File: src/rtl/alu_pkg.sv
// alu_pkg: ALU operation codes, MIPS opcode/funct constants and operand-select
// types shared by the ID/EX decode and pipeline register.
package alu_pkg;
    typedef enum logic [3:0] {
        ALU_AND  = 4'b0000,
        ALU_OR   = 4'b0001,
        ALU_ADD  = 4'b0010,
        ALU_SLL  = 4'b0011,
        ALU_SRL  = 4'b0100,
        ALU_SUB  = 4'b0110,
        ALU_SLT  = 4'b0111,
        ALU_ADDU = 4'b1000,
        ALU_SUBU = 4'b1001,
        ALU_XOR  = 4'b1010,
        ALU_SLTU = 4'b1011,
        ALU_NOR  = 4'b1100,
        ALU_SRA  = 4'b1101,
        ALU_LUI  = 4'b1110
    } alu_op_e;

    typedef enum logic [1:0] {A_RS, A_RT, A_ZERO} a_sel_e;
    typedef enum logic [1:0] {B_RT, B_IMM, B_SHAMT} b_sel_e;

    localparam logic [5:0] OP_RTYPE = 6'h00;
    localparam logic [5:0] OP_BEQ   = 6'h04;
    localparam logic [5:0] OP_BNE   = 6'h05;
    localparam logic [5:0] OP_ADDI  = 6'h08;
    localparam logic [5:0] OP_ADDIU = 6'h09;
    localparam logic [5:0] OP_SLTI  = 6'h0A;
    localparam logic [5:0] OP_SLTIU = 6'h0B;
    localparam logic [5:0] OP_ANDI  = 6'h0C;
    localparam logic [5:0] OP_ORI   = 6'h0D;
    localparam logic [5:0] OP_XORI  = 6'h0E;
    localparam logic [5:0] OP_LUI   = 6'h0F;
    localparam logic [5:0] OP_LW    = 6'h23;
    localparam logic [5:0] OP_SW    = 6'h2B;

    localparam logic [5:0] FN_SLL  = 6'h00;
    localparam logic [5:0] FN_SRL  = 6'h02;
    localparam logic [5:0] FN_SRA  = 6'h03;
    localparam logic [5:0] FN_ADD  = 6'h20;
    localparam logic [5:0] FN_ADDU = 6'h21;
    localparam logic [5:0] FN_SUB  = 6'h22;
    localparam logic [5:0] FN_SUBU = 6'h23;
    localparam logic [5:0] FN_AND  = 6'h24;
    localparam logic [5:0] FN_OR   = 6'h25;
    localparam logic [5:0] FN_XOR  = 6'h26;
    localparam logic [5:0] FN_NOR  = 6'h27;
    localparam logic [5:0] FN_SLT  = 6'h2A;
    localparam logic [5:0] FN_SLTU = 6'h2B;
endpackage

File: src/rtl/id_ex_stage_if.sv
// id_ex_stage_if: ID-side inputs, forwarding sources and EX-side outputs of the
// ID/EX stage; slave is the stage itself, master is whoever drives it.
interface id_ex_stage_if;
    logic        InValid;
    logic        Stall;
    logic        Flush;
    logic [31:0] Instr;
    logic [31:0] RsData;
    logic [31:0] RtData;
    logic        ExMemRegWrite;
    logic [4:0]  ExMemRd;
    logic [31:0] ExMemResult;
    logic        MemWbRegWrite;
    logic [4:0]  MemWbRd;
    logic [31:0] MemWbData;
    logic [31:0] BusA;
    logic [31:0] BusB;
    logic [3:0]  ALUCtrl;
    logic        OutValid;
    logic [4:0]  OutRd;
    logic        OutRegWrite;
    logic        OutMemRead;
    logic        LoadUseHazard;

    modport master (
        output InValid, Stall, Flush, Instr, RsData, RtData,
               ExMemRegWrite, ExMemRd, ExMemResult, MemWbRegWrite, MemWbRd, MemWbData,
        input  BusA, BusB, ALUCtrl, OutValid, OutRd, OutRegWrite, OutMemRead, LoadUseHazard
    );

    modport slave (
        input  InValid, Stall, Flush, Instr, RsData, RtData,
               ExMemRegWrite, ExMemRd, ExMemResult, MemWbRegWrite, MemWbRd, MemWbData,
        output BusA, BusB, ALUCtrl, OutValid, OutRd, OutRegWrite, OutMemRead, LoadUseHazard
    );
endinterface

File: src/rtl/alu_decode.sv
// alu_decode: combinational MIPS decode of ALU op, immediate, destination,
// write/load flags and operand selects.
module alu_decode
    import alu_pkg::*;
(
    input  logic [31:0] instr,
    output alu_op_e     alu_ctrl,
    output logic [31:0] imm,
    output logic [4:0]  dest,
    output logic        reg_write,
    output logic        mem_read,
    output a_sel_e      a_sel,
    output b_sel_e      b_sel,
    output logic [4:0]  a_idx,
    output logic [4:0]  b_idx
);
    logic [5:0] op;
    logic [5:0] fn;
    logic       zext;
    logic       shift;

    assign op    = instr[31:26];
    assign fn    = instr[5:0];
    assign zext  = op == OP_ANDI || op == OP_ORI || op == OP_XORI;
    assign shift = op == OP_RTYPE && (fn == FN_SLL || fn == FN_SRL || fn == FN_SRA);
    assign imm   = zext ? {16'd0, instr[15:0]} : {{16{instr[15]}}, instr[15:0]};
    assign dest  = op == OP_RTYPE ? instr[15:11] : instr[20:16];
    assign mem_read = op == OP_LW;
    assign a_sel = shift ? A_RT : op == OP_LUI ? A_ZERO : A_RS;
    assign b_sel = shift ? B_SHAMT : op == OP_RTYPE ? B_RT : B_IMM;
    assign a_idx = shift ? instr[20:16] : instr[25:21];
    assign b_idx = instr[20:16];

    // Unknown opcodes and functs fall back to a harmless non-writing AND.
    always_comb begin
        alu_ctrl  = ALU_AND;
        reg_write = 1'b1;
        if (op == OP_RTYPE)
            case (fn)
                FN_ADD:  alu_ctrl = ALU_ADD;
                FN_ADDU: alu_ctrl = ALU_ADDU;
                FN_SUB:  alu_ctrl = ALU_SUB;
                FN_SUBU: alu_ctrl = ALU_SUBU;
                FN_AND:  alu_ctrl = ALU_AND;
                FN_OR:   alu_ctrl = ALU_OR;
                FN_XOR:  alu_ctrl = ALU_XOR;
                FN_NOR:  alu_ctrl = ALU_NOR;
                FN_SLT:  alu_ctrl = ALU_SLT;
                FN_SLTU: alu_ctrl = ALU_SLTU;
                FN_SLL:  alu_ctrl = ALU_SLL;
                FN_SRL:  alu_ctrl = ALU_SRL;
                FN_SRA:  alu_ctrl = ALU_SRA;
                default: reg_write = 1'b0;
            endcase
        else
            case (op)
                OP_ADDI, OP_LW: alu_ctrl = ALU_ADD;
                OP_ADDIU:       alu_ctrl = ALU_ADDU;
                OP_SLTI:        alu_ctrl = ALU_SLT;
                OP_SLTIU:       alu_ctrl = ALU_SLTU;
                OP_ANDI:        alu_ctrl = ALU_AND;
                OP_ORI:         alu_ctrl = ALU_OR;
                OP_XORI:        alu_ctrl = ALU_XOR;
                OP_LUI:         alu_ctrl = ALU_LUI;
                OP_SW: begin
                    alu_ctrl  = ALU_ADD;
                    reg_write = 1'b0;
                end
                OP_BEQ, OP_BNE: begin
                    alu_ctrl  = ALU_SUB;
                    reg_write = 1'b0;
                end
                default: reg_write = 1'b0;
            endcase
    end
endmodule

File: src/rtl/id_ex_stage.sv
// id_ex_stage: ID/EX pipeline register with ALU decode and load-use detection.
// Define ID_EX_FWD_EN to forward EX/MEM and MEM/WB results onto BusA/BusB.
module id_ex_stage
    import alu_pkg::*;
(
    input logic          CLK,
    input logic          ResetL,
    id_ex_stage_if.slave bus
);
    alu_op_e     dec_ctrl;
    logic [31:0] dec_imm;
    logic [4:0]  dec_dest;
    logic        dec_rw;
    logic        dec_mr;
    a_sel_e      dec_a;
    b_sel_e      dec_b;
    logic [4:0]  dec_a_idx;
    logic [4:0]  dec_b_idx;

    logic        valid;
    logic        reg_write;
    logic        mem_read;
    logic [4:0]  rd;
    logic [3:0]  alu_ctrl;
    logic [31:0] op_a;
    logic [31:0] op_b;
    logic [4:0]  a_idx;
    logic [4:0]  b_idx;
    logic        a_fwd;
    logic        b_fwd;

    alu_decode u_dec (
        .instr     (bus.Instr),
        .alu_ctrl  (dec_ctrl),
        .imm       (dec_imm),
        .dest      (dec_dest),
        .reg_write (dec_rw),
        .mem_read  (dec_mr),
        .a_sel     (dec_a),
        .b_sel     (dec_b),
        .a_idx     (dec_a_idx),
        .b_idx     (dec_b_idx)
    );

    always_ff @(posedge CLK or negedge ResetL) begin
        if (!ResetL) begin
            valid     <= 1'b0;
            reg_write <= 1'b0;
            mem_read  <= 1'b0;
            rd        <= 5'd0;
            alu_ctrl  <= 4'd0;
            op_a      <= 32'd0;
            op_b      <= 32'd0;
            a_idx     <= 5'd0;
            b_idx     <= 5'd0;
            a_fwd     <= 1'b0;
            b_fwd     <= 1'b0;
        end else if (bus.Flush) begin
            valid     <= 1'b0;
            reg_write <= 1'b0;
            mem_read  <= 1'b0;
        end else if (!bus.Stall) begin
            valid     <= bus.InValid;
            reg_write <= bus.InValid && dec_rw && dec_dest != 5'd0;
            mem_read  <= bus.InValid && dec_mr;
            rd        <= dec_dest;
            alu_ctrl  <= dec_ctrl;
            op_a      <= dec_a == A_RS ? bus.RsData : dec_a == A_RT ? bus.RtData : 32'd0;
            op_b      <= dec_b == B_RT ? bus.RtData : dec_b == B_SHAMT ? {27'd0, dec_imm[10:6]} : dec_imm;
            a_idx     <= dec_a_idx;
            b_idx     <= dec_b_idx;
            a_fwd     <= dec_a != A_ZERO;
            b_fwd     <= dec_b == B_RT;
        end
    end

`ifdef ID_EX_FWD_EN
    logic ex_a, wb_a, ex_b, wb_b;
    assign ex_a = a_fwd && bus.ExMemRegWrite && bus.ExMemRd != 5'd0 && bus.ExMemRd == a_idx;
    assign wb_a = a_fwd && bus.MemWbRegWrite && bus.MemWbRd != 5'd0 && bus.MemWbRd == a_idx;
    assign ex_b = b_fwd && bus.ExMemRegWrite && bus.ExMemRd != 5'd0 && bus.ExMemRd == b_idx;
    assign wb_b = b_fwd && bus.MemWbRegWrite && bus.MemWbRd != 5'd0 && bus.MemWbRd == b_idx;
    assign bus.BusA = ex_a ? bus.ExMemResult : wb_a ? bus.MemWbData : op_a;
    assign bus.BusB = ex_b ? bus.ExMemResult : wb_b ? bus.MemWbData : op_b;
`else
    logic unused_fwd;
    assign unused_fwd = ^{bus.ExMemRegWrite, bus.ExMemRd, bus.ExMemResult, bus.MemWbRegWrite,
                          bus.MemWbRd, bus.MemWbData, a_idx, b_idx, a_fwd, b_fwd};
    assign bus.BusA = op_a;
    assign bus.BusB = op_b;
`endif

    assign bus.ALUCtrl       = alu_ctrl;
    assign bus.OutValid      = valid;
    assign bus.OutRd         = rd;
    assign bus.OutRegWrite   = reg_write;
    assign bus.OutMemRead    = mem_read;
    assign bus.LoadUseHazard = valid && mem_read && rd != 5'd0 && bus.InValid &&
                               (rd == bus.Instr[25:21] || rd == bus.Instr[20:16]);
endmodule

File: src/flat_wrapper.sv
// flat-port wrapper written by rule: the top's interface ports become plain ports
module id_ex_stage_flat import alu_pkg::*;
  (CLK, ResetL, bus_InValid, bus_Stall, bus_Flush, bus_Instr, bus_RsData, bus_RtData, bus_ExMemRegWrite, bus_ExMemRd, bus_ExMemResult, bus_MemWbRegWrite, bus_MemWbRd, bus_MemWbData, bus_BusA, bus_BusB, bus_ALUCtrl, bus_OutValid, bus_OutRd, bus_OutRegWrite, bus_OutMemRead, bus_LoadUseHazard);
  id_ex_stage_if bus_i ();
  input logic CLK;
  input logic ResetL;
  input wire logic [$bits(bus_i.InValid)-1:0] bus_InValid;
  input wire logic [$bits(bus_i.Stall)-1:0] bus_Stall;
  input wire logic [$bits(bus_i.Flush)-1:0] bus_Flush;
  input wire logic [$bits(bus_i.Instr)-1:0] bus_Instr;
  input wire logic [$bits(bus_i.RsData)-1:0] bus_RsData;
  input wire logic [$bits(bus_i.RtData)-1:0] bus_RtData;
  input wire logic [$bits(bus_i.ExMemRegWrite)-1:0] bus_ExMemRegWrite;
  input wire logic [$bits(bus_i.ExMemRd)-1:0] bus_ExMemRd;
  input wire logic [$bits(bus_i.ExMemResult)-1:0] bus_ExMemResult;
  input wire logic [$bits(bus_i.MemWbRegWrite)-1:0] bus_MemWbRegWrite;
  input wire logic [$bits(bus_i.MemWbRd)-1:0] bus_MemWbRd;
  input wire logic [$bits(bus_i.MemWbData)-1:0] bus_MemWbData;
  output wire logic [$bits(bus_i.BusA)-1:0] bus_BusA;
  output wire logic [$bits(bus_i.BusB)-1:0] bus_BusB;
  output wire logic [$bits(bus_i.ALUCtrl)-1:0] bus_ALUCtrl;
  output wire logic [$bits(bus_i.OutValid)-1:0] bus_OutValid;
  output wire logic [$bits(bus_i.OutRd)-1:0] bus_OutRd;
  output wire logic [$bits(bus_i.OutRegWrite)-1:0] bus_OutRegWrite;
  output wire logic [$bits(bus_i.OutMemRead)-1:0] bus_OutMemRead;
  output wire logic [$bits(bus_i.LoadUseHazard)-1:0] bus_LoadUseHazard;
  assign bus_i.InValid = bus_InValid;
  assign bus_i.Stall = bus_Stall;
  assign bus_i.Flush = bus_Flush;
  assign bus_i.Instr = bus_Instr;
  assign bus_i.RsData = bus_RsData;
  assign bus_i.RtData = bus_RtData;
  assign bus_i.ExMemRegWrite = bus_ExMemRegWrite;
  assign bus_i.ExMemRd = bus_ExMemRd;
  assign bus_i.ExMemResult = bus_ExMemResult;
  assign bus_i.MemWbRegWrite = bus_MemWbRegWrite;
  assign bus_i.MemWbRd = bus_MemWbRd;
  assign bus_i.MemWbData = bus_MemWbData;
  assign bus_BusA = bus_i.BusA;
  assign bus_BusB = bus_i.BusB;
  assign bus_ALUCtrl = bus_i.ALUCtrl;
  assign bus_OutValid = bus_i.OutValid;
  assign bus_OutRd = bus_i.OutRd;
  assign bus_OutRegWrite = bus_i.OutRegWrite;
  assign bus_OutMemRead = bus_i.OutMemRead;
  assign bus_LoadUseHazard = bus_i.LoadUseHazard;
  id_ex_stage u_core (.CLK(CLK), .ResetL(ResetL), .bus(bus_i));
endmodule
File: config.mk
export PLATFORM = sky130hd
export DESIGN_NAME = id_ex_stage_flat
export DESIGN_NICKNAME = d
export VERILOG_FILES = /design/src/rtl/alu_pkg.sv /design/src/rtl/id_ex_stage_if.sv /design/src/rtl/alu_decode.sv /design/src/rtl/id_ex_stage.sv /design/src/flat_wrapper.sv
export SDC_FILE = /design/constraint.sdc
export NUM_CORES = 1
export LEC_CHECK = 0
export ABC_AREA = 0
export BUFFER_PORTS_ARGS = -buffer_cell sky130_fd_sc_hd__buf_2
export CORE_AREA = 2 2 98 100
export CTS_BUF_LIST = sky130_fd_sc_hd__clkbuf_8
export DETAILED_ROUTE_END_ITERATION = 10
export DIE_AREA = 0 0 100 102
export GPL_ROUTABILITY_DRIVEN = 0
export PLACE_DENSITY_LB_ADDON = 0.1
export SKIP_CTS_REPAIR_TIMING = 1
export SLEW_MARGIN = 10
export SYNTH_ARGS = -nofsm -noshare
export SYNTH_HDL_FRONTEND = slang
export SYNTH_SLANG_ARGS = --single-unit
File: constraint.sdc
create_clock -name CLK -period 3.76 [get_ports CLK]
set_clock_uncertainty 0.05 [all_clocks]
set_input_delay 0.376 -clock CLK [delete_from_list [all_inputs] [get_ports CLK]]
set_output_delay 0.376 -clock CLK [all_outputs]
set_load 0.1 [all_outputs]
==> results.py <==
metrics = {
    "outcome": {
        "status": "completed",
    },
    "cts": {
        "h-tree-depth": 3,
        "cts_tree": "done",
        "clk_path_buf_depth": 2,
        "root_buffer": "clkbuf_8",
        "cts_buffers": 9,
        "clk_pin_slew_ns": 0.08,
        "cts.sinks": 76,
        "clock_latency_ns": 0.34,
    },
    "timing": {
        "fmax_ghz": 0.4069,
        "slew_headroom_pct": 35.52,
        "finalSetupViolCount": 0,
        "tightest_slew_ns": 0.9673,
        "final-hold-violation-count": 0,
        "finalCritPeriodShare_pct": 65.35,
        "fin_crit_ns": 2.457,
        "final_max_slew_viol_count": 0,
        "hold_ws_ns": 0.1062,
        "tns_ns": 0,
        "rsz0062_at_grt": "false",
    },
    "hold_path": {
        "min_path_type": "in -> async",
    },
    "power_and_ir_drop": {
        "p_switching_w": 0.001388,
        "powerDensity_nw_per_um2": 556.7,
        "seqPwrFrac_pct": 34.1,
        "internal_power_w": 0.001496,
        "p_leak_nw": 2.357,
        "power.share.switching_pct": 48.13,
        "p_clk_share_pct": 24.0,
        "power_frac_comb_pct": 41.9,
        "peakVddDrop_v": 0.0002948,
    },
    "synthesis": {
        "ys.flop_type": "dfrtp_1",
        "synth_common_cells": "nor2_1 (119), dfrtp_1 (76), nand2_1 (31)",
        "yosys.area_share.simple_pct": 19.70,
        "synth_cells": 429,
        "netlist_area_um2": 4064,
        "synth.distinct_cells": 48,
        "synth_seq_area_share_pct": 46.80,
        "synth_top_area_share_pct": 46.80,
        "synthAdderAreaFrac_pct": 0,
        "synth-seq-cells": 76,
        "synthMuxAreaShare_pct": 2.001,
        "synth_xor_area_share_pct": 2.371,
        "syn_nets": 606,
        "synth_compound_area_share_pct": 24.05,
        "yosysWarnings": 0,
        "synth_top_family_by_area": "compound AO/OA/AOI/OAI gates",
        "synth_area_leader_cell": "dfrtp_1",
        "synth_edf_count": 0,
        "yosysMostFrequentCell": "nor2_1",
        "async_flop_share_pct": 100.0,
        "synth_area_leaders": "dfrtp_1 (47%), a221oi_2 (11%), nor2_1 (11%), a21oi_1 (3.3%), nand2_1 (2.9%)",
        "syn_avg_cell_area_um2": 9.473,
    },
    "die": {
        "num_rows": 35,
        "dieArea_um2": 10200,
        "fp.dieW_um": 100,
        "io_pins": 254,
        "core_area_um2": 9109,
        "die_height_um": 102,
        "start_util_pct": 44.62,
    },
    "setup_path": {
        "rr_worst_depth": 2,
        "worstSetupPathDepth": 6,
        "start_kind": "primary input",
        "crit_path_cell_trace": "buf_2, or4_4, or3_4, o22a_2, a221oi_2, nor2_1",
        "cp-startpoint": "bus_Instr[26]",
        "r2r_end": "u_core.bus.OutRd[0]$_DFFE_PN0P_",
        "slowest_delay_ns": 0.59,
        "endpoint": "u_core.bus.BusA[27]$_DFFE_PN0P_",
        "rrSetupSlack_ns": 2.93,
        "critPathMaxFanout": 32,
        "critPathArrivalTime_ns": 2.64,
        "setup.worst_path.class": "in -> reg",
        "crit_buf_inv": 1,
        "cp_top_family": "simple AND/OR/NAND/NOR gates",
        "end_kind": "flop",
        "rr_startpoint": "u_core.bus.OutRd[0]$_DFFE_PN0P_",
        "crit_required_ns": 3.94,
        "slowest_stage": "o22a_2",
    },
    "final_layout": {
        "antenna_cells": 0,
        "syn2layout_area_growth_pct": 27.49,
        "nets": 763,
        "drive_gt1_share_pct": 40.27,
        "fill_cells": 871,
    },
    "global_routing": {
        "grt_max_degree": 77,
        "grt_pass1_vias": 3745,
        "gr-total-overflow": 0,
        "antenna_found_initial": 0,
        "grt_pass1_wl_um": 19020,
        "grt_usage_pct": 23.67,
    },
    "placed_design": {
        "dpl.hpwl_um": 8590,
        "io_buffers": 177,
    },
    "drt": {
        "vias_per_cell": 5.521,
        "drt_pass1_iterations": 4,
        "vias": 3876,
        "drt_iter0_drc": 180,
        "post_drt_wl_per_cell_um": 17.05,
        "drtAntennaViolNets": 0,
        "drc": 0,
        "wl_um": 11970,
    },
    "flow_run": {
        "maxCapViolCount": 0,
    },
}
-- worst reg2reg max path, delay by kind of cell, from the launching register on --
kind | cells | cell delay [ns]
flip-flops | 1 | 0.44
AND/OR/NAND/NOR | 1 | 0.14
AO/OA/AOI/OAI | 1 | 0.06
-- registers in the layout, indices dropped and copies added (netlist names) --
name	flops
u_core.bus.BusB	32
u_core.bus.OutRegWrite	1
u_core.bus.OutRd	5
u_core.bus.OutMemRead	1
u_core.bus.ALUCtrl	4
u_core.bus.BusA	32
u_core.bus.OutValid	1
-- power by group through the flow --
stage               sequential (W)  combinational (W)  clock, W
floorplan                  0.00177           0.000186         0
global route              0.000999            0.00126  0.000738
detailed placement         0.00100            0.00121         0
CTS                       0.000985            0.00122  0.000701
global placement          0.000994            0.00120         0
finish                    0.000984            0.00121  0.000691
-- logic make-up after synthesis --
group / count (synthesis)
AOI/OAI and AO/OA: 109
xor gates and xnor gates: 11
muxes: 8
buffers and inverters: 40
and+or+nand+nor: 185
DFF: 76
-- through the flow --
stage	utilization [%]	std cells	cell area (µm²)	setup WS, ns	power (W)
finish	56.88	702	5181	1.303	0.002884
global route	56.88	702	5181	1.192	0.002999
CTS	56.88	702	5181	1.298	0.002901
detailed placement	54.52	686	4966	0.9140	0.002214
global placement	54.52	686	4966	0.9599	0.002198
floorplan	-	429	4064	0.4527	0.001953
-- area by class of cell --
class                      count  area, µm²  share of cell area (%)
sequential                    76       1902                   36.71
tap                          111      138.9                   2.681
inverter                       3      11.26                  0.2173
multi-input combinational    313       1968                   37.99
clock buffer                   9      123.9                   2.391
timing repair buffer         183      945.9                   18.26
clock inverter                 7      91.34                   1.763
-- metal layers --
layer,vias to the layer above,track usage [%],share of wire (%)
met5,-,0,0
met4,0,8.008,1.3
met3,12,5.198,7.2
met2,154,35.76,46
met1,1862,34.01,46
li1,1848,-,-
-- worst min-delay path by stage --
stage | from | end | slack [ns] | cells after the start
after floorplan | ResetL | u_core.bus.ALUCtrl[0]$_DFFE_PN0P_ | 0.03 | 0
after global placement | u_core.bus.BusB[3]$_DFFE_PN0P_ | u_core.bus.BusB[3]$_DFFE_PN0P_ | 0.41 | 1
after detailed placement | u_core.bus.BusB[0]$_DFFE_PN0P_ | u_core.bus.BusB[0]$_DFFE_PN0P_ | 0.41 | 1
after CTS | ResetL | u_core.bus.ALUCtrl[1]$_DFFE_PN0P_ | 0.16 | 1
after global routing | ResetL | u_core.bus.ALUCtrl[1]$_DFFE_PN0P_ | 0.19 | 1
final | ResetL | u_core.bus.ALUCtrl[1]$_DFFE_PN0P_ | 0.11 | 1
-- layout by cell type, fill, tap and decap left out, drive strengths merged, types with 3 or more instances in the layout --
| master | n |
|---|---|
| nand3b | 5 |
| clkbuf | 9 |
| a21oi | 27 |
| nor2 | 121 |
| a221oi | 43 |
| a21o | 5 |
| nand3 | 5 |
| nor3 | 4 |
| buf | 183 |
| xor2 | 6 |
| clkinv | 3 |
| or4 | 3 |
| inv | 5 |
| o21ai | 11 |
| a32oi | 3 |
| dfrtp | 76 |
| nand2 | 31 |
| xnor2 | 5 |
| nand2b | 5 |
| mux2i | 7 |
| a31oi | 8 |
(Power assumes the default switching activity.)
